File: config.mk
export PLATFORM = sky130hd
export DESIGN_NAME = hdng_integrator
export DESIGN_NICKNAME = d
export VERILOG_FILES = /design/src/rtl/hdng_integrator.sv
export SDC_FILE = /design/constraint.sdc
export NUM_CORES = 1
export LEC_CHECK = 0
export ABC_CLOCK_PERIOD_IN_PS = 5400
export BUFFER_PORTS_ARGS = -buffer_cell sky130_fd_sc_hd__buf_2
export CAP_MARGIN = 20
export CORE_MARGIN = 3
export CORE_UTILIZATION = 56
export CTS_CLUSTER_SIZE = 14
export DETAILED_ROUTE_END_ITERATION = 16
export PLACE_DENSITY = 0.85
export SKIP_LAST_GASP = 1
export SYNTH_ARGS = -nofsm -noshare
export SYNTH_HDL_FRONTEND = slang
export SYNTH_SLANG_ARGS = --single-unit
File: constraint.sdc
create_clock -name clk -period 5.4 [get_ports clk]
set_clock_uncertainty 0.15 [all_clocks]
set_input_delay 0.27 -clock clk [delete_from_list [all_inputs] [get_ports clk]]
set_output_delay 0.27 -clock clk [all_outputs]
set_load 0.005 [all_outputs]
File: src/rtl/hdng_integrator.sv
// Yaw-rate heading integrator: averages 2^CAL_LOG2 samples to learn the gyro offset,
// then integrates offset-compensated, saturated yaw rate into a 24-bit wrapping heading.
module hdng_integrator #(
   parameter int CAL_LOG2 = 4
) (
   input  logic               clk,
   input  logic               rst,
   input  logic               strt_cal,
   input  logic               rate_vld,
   input  logic signed [15:0] yaw_rt,
   output logic               cal_done,
   output logic [11:0]        actl_hdng,
   output logic               hdng_vld,
   output logic [1:0]         dbg_state
);

   // Handshake: rate_vld is a one-cycle strobe with no back-pressure; every strobe
   // is consumed on the same rising edge, and hdng_vld/cal_done follow one clock later.

   typedef enum logic [1:0] {
      IDLE = 2'd0,
      CAL  = 2'd1,
      RUN  = 2'd2
   } state_t;

   localparam int ACC_W = 16 + CAL_LOG2;
   localparam int CNT_W = CAL_LOG2 + 1;
   localparam logic [CNT_W-1:0] LAST_CNT = CNT_W'((1 << CAL_LOG2) - 1);

   state_t                    state_q, state_d;
   logic signed [ACC_W-1:0]   cal_acc_q, cal_acc_d;
   logic [CNT_W-1:0]          cal_cnt_q, cal_cnt_d;
   logic signed [15:0]        offset_q, offset_d;
   logic [23:0]               hdng_acc_q, hdng_acc_d;
   logic                      hdng_vld_q, hdng_vld_d;
   logic                      cal_done_q, cal_done_d;

   logic signed [ACC_W-1:0]   cal_sum;
   logic signed [16:0]        comp_wide;
   logic signed [15:0]        comp_sat;

   assign cal_sum   = cal_acc_q + {{CAL_LOG2{yaw_rt[15]}}, yaw_rt};
   assign comp_wide = {yaw_rt[15], yaw_rt} - {offset_q[15], offset_q};

   // A 17-bit difference leaves the 16-bit range exactly when its top two bits differ.
   always_comb begin
      comp_sat = comp_wide[15:0];
      if (comp_wide[16] != comp_wide[15]) begin
         comp_sat = comp_wide[16] ? 16'sh8000 : 16'sh7FFF;
      end
   end

   always_comb begin
      state_d    = state_q;
      cal_acc_d  = cal_acc_q;
      cal_cnt_d  = cal_cnt_q;
      offset_d   = offset_q;
      hdng_acc_d = hdng_acc_q;
      hdng_vld_d = 1'b0;
      cal_done_d = 1'b0;
      if (strt_cal) begin
         state_d    = CAL;
         cal_acc_d  = '0;
         cal_cnt_d  = '0;
         hdng_acc_d = '0;
      end else begin
         case (state_q)
            CAL: begin
               if (rate_vld) begin
                  cal_acc_d = cal_sum;
                  cal_cnt_d = cal_cnt_q + 1'b1;
                  if (cal_cnt_q == LAST_CNT) begin
                     // Taking the upper bits is the floor of the mean.
                     offset_d   = cal_sum[CAL_LOG2 +: 16];
                     state_d    = RUN;
                     cal_done_d = 1'b1;
                  end
               end
            end
            RUN: begin
               if (rate_vld) begin
                  hdng_acc_d = hdng_acc_q + {{8{comp_sat[15]}}, comp_sat};
                  hdng_vld_d = 1'b1;
               end
            end
            default: ;
         endcase
      end
   end

   always_ff @(posedge clk or posedge rst) begin
      if (rst) begin
         state_q    <= IDLE;
         cal_acc_q  <= '0;
         cal_cnt_q  <= '0;
         offset_q   <= '0;
         hdng_acc_q <= '0;
         hdng_vld_q <= 1'b0;
         cal_done_q <= 1'b0;
      end else begin
         state_q    <= state_d;
         cal_acc_q  <= cal_acc_d;
         cal_cnt_q  <= cal_cnt_d;
         offset_q   <= offset_d;
         hdng_acc_q <= hdng_acc_d;
         hdng_vld_q <= hdng_vld_d;
         cal_done_q <= cal_done_d;
      end
   end

   assign actl_hdng = hdng_acc_q[23:12];
   assign hdng_vld  = hdng_vld_q;
   assign cal_done  = cal_done_q;
   assign dbg_state = state_q;

endmodule

# == After elaboration in Yosys (flattened, before gate mapping) ==
# Cells that the tools add are included.
# word_totals
out_inout_bits,16
inputBits,20
elab_cells,46
regBits,69
# classes
n_eq_ne,4
muxes,22
reduce_logical,8
addsub,4
bitwise_logic,1
# ops
operator,n
2-to-1 mux 24 bit,3
2-to-1 mux 20 bit,3
2-to-1 mux 16 bit,2
adder 24 bit,1
adder 20 bit,1
subtractor 16 x 16 -> 17 bit,1
2-to-1 mux 5 bit,3
2-to-1 mux 2 bit,4
nonzero test 2 bit,4
2-to-1 mux 1 bit,7
adder 5 x 1 -> 5 bit (second input constant),1
== test 5 x 4 -> 1 bit (second input constant),1
AND reduction 2 bit,2
AND reduction 4 bit,1
AND reduction 3 bit,1
== test 2 x 1 -> 1 bit (second input constant),1
== test 2 bit (second input constant),1
inequality test 1 bit,1
inverter 1 bit,1

# == Logic depth before layout (Yosys ltp) ==
# Gate-level depths: netlist of run 1.
# depth
ltp_word,7
ltp_mapped,24
mapped_depth_nobuf,22

# == Least setup slack after synthesis of run 1 ==
# No wires, ideal clock.
# synth_timing
path_type,reg-to-reg
startpoint,reg offset_q[1]
endpoint,reg hdng_acc_q[20]
period_less_slack_ns,5.215
path_stages_with_launch,25
t_required_ns,5.128
t_arrival_ns,4.943
setup_ns,0.122
path_slack_ns,0.185
path_cell_list,dfrtp_1 inv_1 ha_1 nor2b_1 o21a_1 o21ai_0 a211oi_1 nor3_2 nor4_1 or3_1 ha_1 clkbuf_1 o211ai_2 buf_2 o21ai_0 ha_1 inv_1 fa_1 nand3b_1 a21oi_1 o211ai_1 a211o_1 a21oi_1 o21ai_0 a32o_1
# synth_via
elab_chain_len,7
elab_cells_between_ends,8
cone_classes,2 x add/sub; 1 x eq/ne; 5 x mux
# synth_rtl
element,line_no,text
from (decl),33,"logic signed [15:0] offset_q, offset_d;"
from (signal assigned),104,offset_q <= offset_d;
subtractor 16 x 16 -> 17 bit *,43,"assign comp_wide = {yaw_rt[15], yaw_rt} - {offset_q[15], offset_q};"
2-to-1 mux 16 bit / inequality test 1 bit (equally long branches),"49, 48",
2-to-1 mux 16 bit *,48,if (comp_wide[16] != comp_wide[15]) begin
adder 24 bit *,82,"hdng_acc_d = hdng_acc_q + {{8{comp_sat[15]}}, comp_sat};"
2-to-1 mux 24 bit *,81,if (rate_vld) begin
2-to-1 mux 24 bit *,67,case (state_q)
2-to-1 mux 24 bit *,61,if (strt_cal) begin
to (signal assigned),105,hdng_acc_q <= hdng_acc_d;
to (decl),34,"logic [23:0] hdng_acc_q, hdng_acc_d;"
# Mark *: on every way between the ends. The rest lies on a longest branch, timed or not. The select of a mux whose other input is x is not followed.
# A chain may end at the register's enable or synchronous reset.

# == Final worst setup path of run 1 ==
# Ends and elaborated chain as after synthesis.

==> results of run 1 <==
-- worst max-delay path: cells and delay by family (launching register included) --
family | cells | cell delay [ps]
buffers and inverters | 3 | 350
adder cells (fa/ha/maj) | 3 | 1000
flip-flops | 1 | 380
AND/OR/NAND/NOR | 6 | 1320
AO/OA/AOI/OAI | 10 | 1910
-- stage by stage --
stage	area, um2	std cells
2_1_floorplan	6020	724
3_3_place_gp	6260	870
3_5_place_dp	6260	870
4_1_cts	6450	885
5_1_grt	6570	893
6_report	6570	893
-- cells by family (layout without fill, tap and decap cells) --
family	after synthesis	count (layout)
XOR/XNOR	35	35
AO/OA/AOI/OAI	229	229
buffers and inverters	69	102
AND/OR/NAND/NOR	247	247
multiplexers	6	6
adder cells (fa/ha/maj)	69	69
flip-flops	69	69
-- state kept, by name, summed over array words and instances (netlist names) --
| signal | cells |
|---|---|
| hdng_vld | 1 |
| hdng_acc_q | 24 |
| dbg_state | 2 |
| offset_q | 16 |
| cal_acc_q | 20 |
| cal_done | 1 |
| cal_cnt_q | 5 |
-- final cells by class --
class | instances | area (um2)
Clock buffer | 11 | 141
Fill cell | 896 | 3800
Multi-Input combinational cell | 586 | 4050
Clock inverter | 4 | 48.8
Inverter | 33 | 124
Timing Repair Buffer | 54 | 318
Sequential cell | 69 | 1730
Tap cell | 136 | 170
-- final timing paths --
kind	startpoint	slack, ps	cells past startpoint	to
hold reg to reg	offset_q[11]	340	2	offset_q[11]
setup / recovery	offset_q[1]	200	22	hdng_acc_q[20]
max in group asynchronous	rst	4520	3	offset_q[12]
min in group clk	yaw_rt[0]	170	4	cal_acc_q[0]
hold / removal	rst	5	3	hdng_acc_q[4]
setup reg to reg	offset_q[1]	200	22	hdng_acc_q[20]
-- cell usage after synthesis, drive strengths merged (9+ instances only) --
cell | n | area share
dfrtp | 69 | 0.29
xnor2 | 15 | 0.022
and3 | 10 | 0.010
buf | 15 | 0.018
nand3b | 11 | 0.014
o21a | 9 | 0.011
ha | 66 | 0.14
a21o | 27 | 0.034
a211oi | 15 | 0.021
nand3 | 25 | 0.021
a21oi | 63 | 0.052
inv | 32 | 0.020
o211ai | 10 | 0.014
nor2 | 43 | 0.027
nand2b | 9 | 0.0094
nand2 | 78 | 0.049
or3 | 14 | 0.015
o21ai | 57 | 0.048
xor2 | 20 | 0.029
clkbuf | 21 | 0.013
nor3 | 19 | 0.017
-- placed cells by master, fill, tap and decap left out, drive strengths merged, types with 9 or more instances in the layout --
cell type / instances
buf: 54
nand3: 25
dfrtp: 69
nand3b: 11
a211oi: 15
o21ai: 57
clkbuf: 11
nor2: 43
nand2: 78
o21a: 9
nand2b: 9
inv: 32
or3: 14
nor3: 19
and3: 10
xnor2: 15
a21o: 27
o211ai: 10
xor2: 20
ha: 66
a21oi: 63
-- power breakdown --
group          switching (uW)  total, uW  internal [uW]
clock network             207        430            223
registers                14.8        552            537
logic                     299        494            195
total                     521       1480            955
-- metal layers --
| metal | global-route usage | share of wire | up-vias |
|---|---|---|---|
| li1 | - | - | 2695 |
| met1 | 0.332 | 0.43 | 2670 |
| met2 | 0.446 | 0.50 | 164 |
| met3 | 0.0388 | 0.046 | 27 |
| met4 | 0.104 | 0.021 | 0 |
| met5 | 0 | 0 | - |
-- what timing repair did --
action,in CTS,in global routing
cloned,0,0
endpoints found under the setup margin,2,12
pin swaps,0,8
buffers inserted,0,7
gates resized for setup,1,16
==> impl_metrics.yaml, run 1 <==
status:
  outcome: "finished clean"
synth:
  syn_avg_cell_area_um2: 8.31
  synth_area_um2: 6020
  ys.flop_type: "dfrtp_1"
  yosys_warnings: 0
  synth_seq_cells: 69
  synth_nets: 813
  synth_edf_count: 0
  synth_compound_area_frac: 0.247
  syn_inst: 724
  yosys.area_share.simple: 0.206
  synth-adder-area-share: 0.147
  synth_cell_types: 66
  synth_top_family_by_area: "compound AO/OA/AOI/OAI gates"
  synth-xor-area-share: 0.0509
  async_flop_share: 1.00
  yosysSeqAreaShare: 0.287
  synthMuxAreaShare: 0.0102
timing:
  finalCritPeriodShare: 0.963
  slew_headroom: 0.359
  fin_setup_tns_ps: 0
  rsz0062_at_grt: "true"
  timing.fmax_mhz: 192
  holdWs_ps: 5.15
  final.min_clock_period_ps: 5200
  worst_slew_pin_slew_ps: 960
  finalWorstSetupSlack_ps: 201
  hold_viol: 0
  slew_violations: 0
  setup_viol: 0
critical_path:
  path_cells: "inv_1 -> ha_1 -> nor2b_1 -> o21a_1 -> o21ai_1 -> a211oi_2 -> nor3_2 -> nor4_1 -> or3_1 -> ha_2 -> inv_1 -> a31o_2 -> nand4bb_1 -> ha_1 -> buf_4 -> a21o_1 -> a21oi_1 -> o21ai_0 -> a21oi_1 -> a21oi_2 -> or3_1 -> a32o_1"
  crit_path_start_kind: "flip-flop"
  slowest_stage: "ha_2"
  end_kind: "flip-flop"
  arrival_ps: 5310
  critical_path_class: "reg -> reg"
  critPathMaxFanout: 7
  worst_ep_required_time_ps: 5510
  cpPeakStageDelay_ps: 430
cts:
  htreeDepth: 3
  cts_sinks: 69
  cts_root_buf: "clkbuf_8"
  clkLatencyLatePin_ps: 380
  numCtsBuffers: 9
  clk_pin_slew_ps: 80
  cts_tree: "done"
  clock_path_buffers: 2
  cts_hold_buf: 0
placement:
  place.gp.congestion: 0.945
  dpl.hpwl_um: 11000
  io_buffers: 35
  place_ws_ps: -2.72
power:
  p_leak_uw: 0.00317
  p_per_area_nw_per_um2: 225
  power_uw: 1480
  ir_drop_mv: 0.175
cells_and_area:
  drive_gt1_frac: 0.124
  diodes: 0
  area_delta_synth_final_pct: 9.23
  final_core_util: 0.634
  nets: 842
grt:
  grtUsageTotal: 0.261
  grt_max_degree: 70
  grt_overflow: 0
  grt_pass1_vias: 5241
  grt_pass1_wl_um: 24700
  antenna_found_initial: 0
die:
  ios: 36
  start_util: 0.580
  die-area_um2: 12000
  die_w_um: 110
  core-area_um2: 10400
  die_h_um: 110
  core.rowCount: 37
route:
  post_drt_via_cell_ratio: 6.22
  routed_wl_um: 15100
  drc: 0
  wl_per_cell_um: 16.9
  drtIter0Drc: 415
  vias: 5556
  drtPass1Iterations: 5
  drtAntennaViolNets: 0
flow_run:
  max-cap-violations: 0
min_path:
  hp-class: "in -> async"
No activity file was read; power rests on OpenSTA's default activity.
==> inputs of run 2 (changes only) <==
==> constraint.sdc (replaced) <==
create_clock -name clk -period 5.4 [get_ports clk]
set_clock_uncertainty 0.15 [all_clocks]
set_input_delay 0 -clock clk [delete_from_list [all_inputs] [get_ports clk]]
set_output_delay 0 -clock clk [all_outputs]
set_load 0.005 [all_outputs]
==> run 2 against run 1 <==
Compared with the run above:
- flip-flop and latch count did not move
- cell area fell by 0.19%
- combinational power barely moved
- highest routed layer unchanged
- largest power group unchanged
- setup slack improved by 79 ps
- critical endpoint unchanged
- critical path depth did not move
- non-clock buffer count did not move
==> impl_metrics.yaml, run 2 (synthesis results as in run 1) <==
route:
  post_drt_via_cell_ratio: 6.21
  drtIter0Drc: 442
  vias: 5549
  drtPass1Iterations: 6
  routed_wl_um: 15000
  drtAntennaViolNets: 0
  wl_per_cell_um: 16.8
  drc: 0
grt:
  grtUsageTotal: 0.268
  grt_pass1_wl_um: 25300
  grt_overflow: 0
  antenna_found_initial: 0
  grt_max_degree: 70
  grt_pass1_vias: 5407
timing:
  slew_violations: 0
  hold_viol: 0
  worst_slew_pin_slew_ps: 892
  final.min_clock_period_ps: 5120
  holdWs_ps: 98.3
  finalCritPeriodShare: 0.948
  timing.fmax_mhz: 195
  setup_viol: 0
  slew_headroom: 0.405
cells_and_area:
  final_cell_area_um2: 6560
  top_regs: "hdng_acc_q: 24 flops, cal_acc_q: 20 flops, offset_q: 16 flops"
  area_delta_synth_final_pct: 9.02
  nets: 842
  regMostFlops: "hdng_acc_q"
  mostFrequentLayoutCell: "nand2_1"
  diodes: 0
  final_cell_mix: "nand2_1, dfrtp_1, ha_1"
  fill_cells: 891
  drive_gt1_frac: 0.116
  fin_cells: 893
  regArea_um2: 1730
  multiInputGateArea_um2: 4040
  largest_register_ffs: 24
  final_core_util: 0.633
placement:
  io_buffers: 35
  dp.cells: 869
  dpl.hpwl_um: 11000
  place.gp.congestion: 0.942
  placed_area_um2: 6250
cts:
  clk_pin_slew_ps: 80
  cts_tree: "done"
  cts_root_buf: "clkbuf_8"
  cts_sinks: 69
  clock_path_buffers: 2
  numCtsBuffers: 9
  htreeDepth: 3
  clkLatencyLatePin_ps: 380
die:
  core.rowCount: 37
  die_h_um: 110
  ios: 36
  start_util: 0.580
  die-area_um2: 12000
  die_w_um: 110
  core-area_um2: 10400
power:
  ir_drop_mv: 0.154
  power_uw: 1440
  p_per_area_nw_per_um2: 219
  p_leak_uw: 0.00316
min_path:
  hp-class: "in -> reg"
flow_run:
  max-cap-violations: 0
critical_path:
  crit_path_start_kind: "flip-flop"
  arrival_ps: 5250
  critical_path_class: "reg -> reg"
  critPathMaxFanout: 13
  end_kind: "flip-flop"
  rrSetupSlack_ps: 280
  worst_ep_required_time_ps: 5530
status:
  outcome: "finished clean"
[run 2: cell types whose count changed in the layout (fill, tap and decap cells not counted), sizes merged]
| cell | delta |
|---|---|
| dlygate4sd3 | +5 |
| clkinvlp | +2 |
| buf | -5 |
| clkinv | -1 |
| bufinv | -1 |
[run 2: power breakdown]
| part | switching, uW | total [uW] | leakage [uW] | internal, uW |
|---|---|---|---|---|
| logic | 299 | 497 | 0.00216 | 198 |
| clock network | 213 | 388 | 0.0000812 | 175 |
| registers | 14.1 | 551 | 0.000911 | 537 |
[run 2: worst max-delay path: stages (launching register included)]
cell and delay (ps):
dfrtp_1 380, inv_1 60, ha_1 260, nor2b_1 130, o21a_1 150, o21ai_2 80
a211oi_2 300, nor3_2 100, o211a_1 250, or3_1 430, ha_4 290, buf_4 170
o21ai_1 150, ha_2 210, inv_1 50, fa_1 400, nand3b_1 220, a21oi_2 160
o211ai_1 150, a211o_1 390, a21oi_2 180, o21ai_0 90, a32o_1 260
[run 2: per-layer routing]
metal	GRT usage	vias up	routed length (um)
met5	0	-	0
met4	0.124	0	505
met2	0.442	178	7200
met1	0.342	2633	6520
li1	-	2695	-
met3	0.0458	43	792
[run 2: timing repair]
action                     CTS  global route
pin swaps                    0             5
hold endpoints to repair    72             1
setup endpoints to repair    2            12
gates resized for setup      2            14
gates cloned                 0             0
hold buffers                 4             1
setup buffers                0             3
[run 2: cell type report]
cell class / instances / share of cell area
Clock buffer: 11 / 0.0215
Clock inverter: 4 / 0.00381
Inverter: 33 / 0.0189
Multi-Input combinational cell: 586 / 0.616
Sequential cell: 69 / 0.263
Tap cell: 136 / 0.0259
Timing Repair Buffer: 54 / 0.0503
[run 2: final timing paths]
| kind | start | end | cells past startpoint |
|---|---|---|---|
| max | offset_q[1] | hdng_acc_q[20] | 22 |
| min | yaw_rt[14] | cal_acc_q[14] | 4 |
| max reg2reg | offset_q[1] | hdng_acc_q[20] | 22 |
| min reg2reg | offset_q[5] | offset_q[5] | 2 |
| max in group asynchronous | rst | hdng_acc_q[11] | 4 |
| min in group asynchronous | rst | hdng_acc_q[15] | 4 |
[run 2: per-stage QoR]
stage	setup WS (ps)	setup TNS [ps]
2_1_floorplan	185	0
3_3_place_gp	145	0
3_5_place_dp	24.0	0
4_1_cts	62.0	0
5_1_grt	-33.9	-110
6_report	280	0
